## config.mk

```make
export PLATFORM = sky130hd
export DESIGN_NAME = sipo_frame
export DESIGN_NICKNAME = d
export VERILOG_FILES = /design/src/rtl/sipo_pkg.sv /design/src/rtl/sipo_row_ctr.sv /design/src/rtl/sipo_frame.sv
export SDC_FILE = /design/constraint.sdc
export NUM_CORES = 1
export LEC_CHECK = 0
export CAP_MARGIN = 40
export CELL_PAD_IN_SITES_DETAIL_PLACEMENT = 1
export CELL_PAD_IN_SITES_GLOBAL_PLACEMENT = 2
export CORE_MARGIN = 8
export CORE_UTILIZATION = 31
export CTS_BUF_LIST = sky130_fd_sc_hd__clkbuf_4 sky130_fd_sc_hd__clkbuf_8
export CTS_CLUSTER_SIZE = 30
export DETAILED_ROUTE_END_ITERATION = 7
export PLACE_DENSITY = 0.75
export SETUP_SLACK_MARGIN = 0.1
export SKIP_CTS_REPAIR_TIMING = 1
export SLEW_MARGIN = 20
export SYNTH_ARGS = -nofsm -noshare
export SYNTH_HDL_FRONTEND = slang
export SYNTH_SLANG_ARGS = --single-unit
```

## constraint.sdc

```tcl
create_clock -name clk -period 1.75 [get_ports clk]
set_clock_uncertainty 0.05 [all_clocks]
set_input_delay 0.525 -clock clk [delete_from_list [all_inputs] [get_ports clk]]
set_output_delay 0.525 -clock clk [all_outputs]
set_load 0.02 [all_outputs]
```

## src/rtl/sipo_pkg.sv

```systemverilog
// Shared constants for the serial-to-parallel framer: row width, parameter limits, parity polarity.
// Latency: none (package only).
// Backpressure: not applicable.
`timescale 1ns/1ps
package sipo_pkg;

  localparam int ROW_W     = 4;
  localparam int MAX_WIDTH = 128;
  localparam int MAX_ROWS  = 15;

  // Even parity: XOR over data bits plus the parity bit must equal this value.
  localparam logic PARITY_EVEN = 1'b0;

  function automatic logic [ROW_W-1:0] row_next(input logic [ROW_W-1:0] cur,
                                                input logic [ROW_W-1:0] last);
    return (cur == last) ? ROW_W'(1) : cur + ROW_W'(1);
  endfunction

endpackage

```

## src/rtl/sipo_row_ctr.sv

```systemverilog
// Row index 1..ROWS for the framer; clr forces 0 so the next word becomes row 1.
// Latency: row updates on the edge where adv or clr is sampled.
// Backpressure: none; advances only on words the framer actually loads.
`timescale 1ns/1ps
module sipo_row_ctr
  import sipo_pkg::*;
#(
  parameter int ROWS = 12
) (
  input  logic             clk,
  input  logic             rst,
  input  logic             clr,
  input  logic             adv,
  output logic [ROW_W-1:0] row
);

  localparam logic [ROW_W-1:0] ROW_LAST = ROW_W'(ROWS);

  always_ff @(posedge clk) begin
    if (rst) begin
      row <= '0;
    end else if (clr) begin
      row <= '0;
    end else if (adv) begin
      row <= row_next(row, ROW_LAST);
    end
  end

endmodule

```

## src/rtl/sipo_frame.sv

```systemverilog
// Serial-to-parallel word framer with row indexing; SIPO_FRAME_PARITY_EN adds a trailing even-parity bit.
// Latency: word appears on dout one cycle after the en cycle carrying its last bit.
// Backpressure: load/out_ready handshake; a word completing while one is held unaccepted is dropped and flags overrun.
`timescale 1ns/1ps
module sipo_frame
  import sipo_pkg::*;
#(
  parameter int WIDTH     = 70,
  parameter int ROWS      = 12,
  parameter int MSB_FIRST = 1
) (
  input  logic             clk,
  input  logic             rst,
  input  logic             en,
  input  logic             din,
  input  logic             sync,
  input  logic             out_ready,
  output logic             load,
  output logic [WIDTH-1:0] dout,
  output logic [ROW_W-1:0] row,
  output logic             overrun,
  output logic             perr
);

`ifdef SIPO_FRAME_PARITY_EN
  localparam int PAR_BITS = 1;
`else
  localparam int PAR_BITS = 0;
`endif

  localparam int LAST  = WIDTH - 1 + PAR_BITS;
  localparam int CNT_W = $clog2(LAST + 1);
  localparam logic [CNT_W-1:0] CNT_LAST = CNT_W'(LAST);

  logic [WIDTH-1:0] sreg;
  logic [WIDTH-1:0] shift_nxt;
  logic [WIDTH-1:0] word;
  logic [CNT_W-1:0] cnt;
  logic             data_bit;
  logic             word_done;
  logic             word_perr;
  logic             accept;
  logic             take;
  logic             drop;

  always_comb begin
    shift_nxt = (MSB_FIRST != 0) ? {sreg[WIDTH-2:0], din} : {din, sreg[WIDTH-1:1]};
    // sync restarts the count, so an en cycle under sync is always bit 0 and never completes a word.
    word_done = en && !sync && (cnt == CNT_LAST);
`ifdef SIPO_FRAME_PARITY_EN
    data_bit  = en && (sync || (cnt != CNT_LAST));
    word      = sreg;
    word_perr = ((^sreg) ^ din) != PARITY_EVEN;
`else
    data_bit  = en;
    word      = shift_nxt;
    word_perr = 1'b0;
`endif
    accept = load && out_ready;
    take   = word_done && (!load || out_ready);
    drop   = word_done && load && !out_ready;
  end

  always_ff @(posedge clk) begin
    if (rst) begin
      cnt <= '0;
    end else if (sync) begin
      cnt <= en ? CNT_W'(1) : '0;
    end else if (en) begin
      cnt <= word_done ? '0 : cnt + CNT_W'(1);
    end
  end

  always_ff @(posedge clk) begin
    if (rst) begin
      sreg <= '0;
    end else if (data_bit) begin
      sreg <= shift_nxt;
    end
  end

  always_ff @(posedge clk) begin
    if (rst) begin
      load    <= 1'b0;
      dout    <= '0;
      perr    <= 1'b0;
      overrun <= 1'b0;
    end else begin
      if (take) begin
        load <= 1'b1;
        dout <= word;
        perr <= word_perr;
      end else if (accept) begin
        load <= 1'b0;
      end
      if (drop) begin
        overrun <= 1'b1;
      end
    end
  end

  sipo_row_ctr #(
    .ROWS(ROWS)
  ) u_row_ctr (
    .clk(clk),
    .rst(rst),
    .clr(sync),
    .adv(take),
    .row(row)
  );

endmodule

```

==> results.toml <==
[clocking]
clk_pin_slew_ns = 0.08
cts_htree_levels = 4
cts_tree = "done"
clock_latency_ns = 0.45
cts_buffers = 17
cts_buffer_depth = 2
clock-sinks = 152
clockRootBuffer = "clkbuf_8"

[pwr]
switchingPower_uw = 1410
vdd_ir_drop_max_mv = 0.462
internal_power_uw = 5150
power.share.combinational_pct = 3.1
p_leak_uw = 0.00319
swShare_pct = 21.5
p_seq_share_pct = 52.8
p_per_area_nw_per_um2 = 911
p_clk_share_pct = 44.1

[cells_and_area]
nFillCells = 2001
fin_area_um2 = 7210
nNetsFinal = 707
insertedDiodeCount = 0
final_util_pct = 41.7
syn_to_final_growth_pct = 31.4
drive_gt1_share_pct = 26.6

[timing]
drv_slew = 0
worst_pin_slew_ns = 0.644
fin_crit_sh_pct = 98.9
setup_viol = 0
setup_ws_ns = 0.0201
maxSlewHeadroom_pct = 57.1
min_period_ns = 1.73
rsz0062_at_grt = "true"
hold_viol = 0
tns_ns = 0
fmax_mhz = 578

[floorplanning]
initial_core_util_pct = 31.7
die_area_um2 = 22200
die_h_um = 149
rows = 48
fp.coreArea_um2 = 17300
io_pins = 83
die_x_um = 149

[critical_path]
cp_slowest_cell = "clkdlybuf4s50_1"
path_max_fanout = 23
worst_setup_path_end_kind = "register"
crit_type = "in2reg"
cp.required_ns = 2.02
arrival_ns = 2.00
reg2regPathDepth = 10
startpoint_type = "input port"
path_cells = "clkdlybuf4s50_1 -> nor2b_2 -> or3_4 -> clkbuf_16 -> nand2_1 -> a21oi_1"
crit_path_max_incr_delay_ns = 0.50

[synthesis]
synth_top_area_share_pct = 55.5
async_flop_share_pct = 0
synth_area_um2 = 5490
synth_edf_count = 0
ys_top_cells_by_count = "dfxtp_1 (152), nand2_1 (145), a21oi_1 (78)"
yosys_most_used_dff = "dfxtp_1"
yosys_register_bits = 152
yosys_warnings = 0
syn_nets = 617
ys_seq_area_share_pct = 55.5
synthCells = 607
avgSynthCellArea_um2 = 9.04
synthDistinctLibCells = 35
yosys.area.top_type = "dfxtp_1"
yosys-top-cells-area = "dfxtp_1 (55%), mux2i_1 (13%), nand2_1 (9.9%), a21oi_1 (7.1%), nor2_1 (5.2%)"
synth_most_common_cell = "dfxtp_1"

[drt]
num_vias = 4382
routed_wl_um = 14300
vias_per_cell = 4.70
drt_pre_antenna_iters = 5
drc = 0
drt_iter0_markers = 123
routedWlPerCell_um = 15.3
ant_nets = 0

[grt]
top_usage_layer = "met2"
grt_pass1_wl_um = 22200
grt_remaining_overflow = 0
met3_usage_pct = 4.73
use_met1_pct = 14.7
met2_usage_pct = 19.5
grtUsageTotal_pct = 12.3
antenna_found_initial = 0
grt_max_degree = 82
grt_pass1_vias = 4504

[place]
place_congestion = 0.702
post-place-ws_ns = -0.571
place_hpwl_um = 9030
portBuffers = 81
placed_cell_area_um2 = 6640

[run]
maxCapViolCount = 0

[worst_hold_path]
whs_path_depth = 2
hold_class = "reg2reg"

[outcome]
status = "complete, no violations"
-- worst max-delay path: cells and delay by family --
family / cells / cell delay, ns
and+or+nand+nor: 3 / 0.67
AOI/OAI and AO/OA: 1 / 0.07
buffers and inverters: 2 / 0.73
-- layer usage --
metal / part of all wire [%] / routed length [um]
met5: 0 / 0
met4: 1.6 / 223
met3: 5.1 / 726
met2: 48 / 6880
met1: 45 / 6480
-- logic make-up (layout without fill, tap and decap cells) --
logic type	Yosys count	count (layout)	synth area share (%)
muxes	69	69	12.6
other	1	1	0.0684
and+or+nand+nor	243	243	18.2
adders and majority gates	4	4	0.912
AOI/OAI and AO/OA	89	89	8.80
xor gates and xnor gates	1	1	0.160
buffers and inverters	48	149	3.74
DFF	152	152	55.5
-- metrics by stage --
step	instances	power [uW]	hold slack (ns)
finish	933	6560	0.408
global route	933	6820	0.415
CTS	922	6640	0.389
detailed placement	892	3740	0.393
global placement	892	3740	0.389
floorplan	607	3690	0.381
-- power by group through the flow --
stage               sequential [uW]  clock, uW  combinational [uW]
finish                         3470       2890                 207
floorplan                      3550          0                 142
CTS                            3460       2980                 199
global route                   3470       3130                 223
detailed placement             3550          0                 199
global placement               3540          0                 196
-- sequential cells by signal (all words and copies together), names as in the netlist --
name           flops
dout              70
sreg              69
cnt                7
u_row_ctr.row      4
load               1
overrun            1
-- layout by cell type (no fill, tap or decap), types with 12 or more instances in the layout --
cell / synthesis / routed
a21oi_1: 78 / 54
mux2i_1: 69 / 69
nor2_1: 76 / 75
nand2_1: 145 / 127
dlymetal6s2s_1: 0 / 12
clkbuf_8: 0 / 18
dfxtp_1: 152 / 149
a21oi_2: 0 / 24
clkbuf_2: 0 / 64
buf_4: 1 / 17
-- final cells by class --
type	count	area, um^2	area share [%]
clock buffers	21	270	3.75
clock inverters	9	150	2.08
inverters	6	22.5	0.313
multi-input cells	407	2500	34.7
flip-flops and latches	152	3050	42.3
well taps	225	282	3.91
repair buffers	113	936	13.0
-- path summary, 6_finish.rpt --
kind	from	endpoint	slack (ns)
max	out_ready	dout[53]	0.02
min reg2reg	dout[44]	dout[44]	0.41
max reg2reg	cnt[1]	dout[65]	0.02
min	dout[44]	dout[44]	0.41
Note: power is estimated with default switching activity, not from simulation.
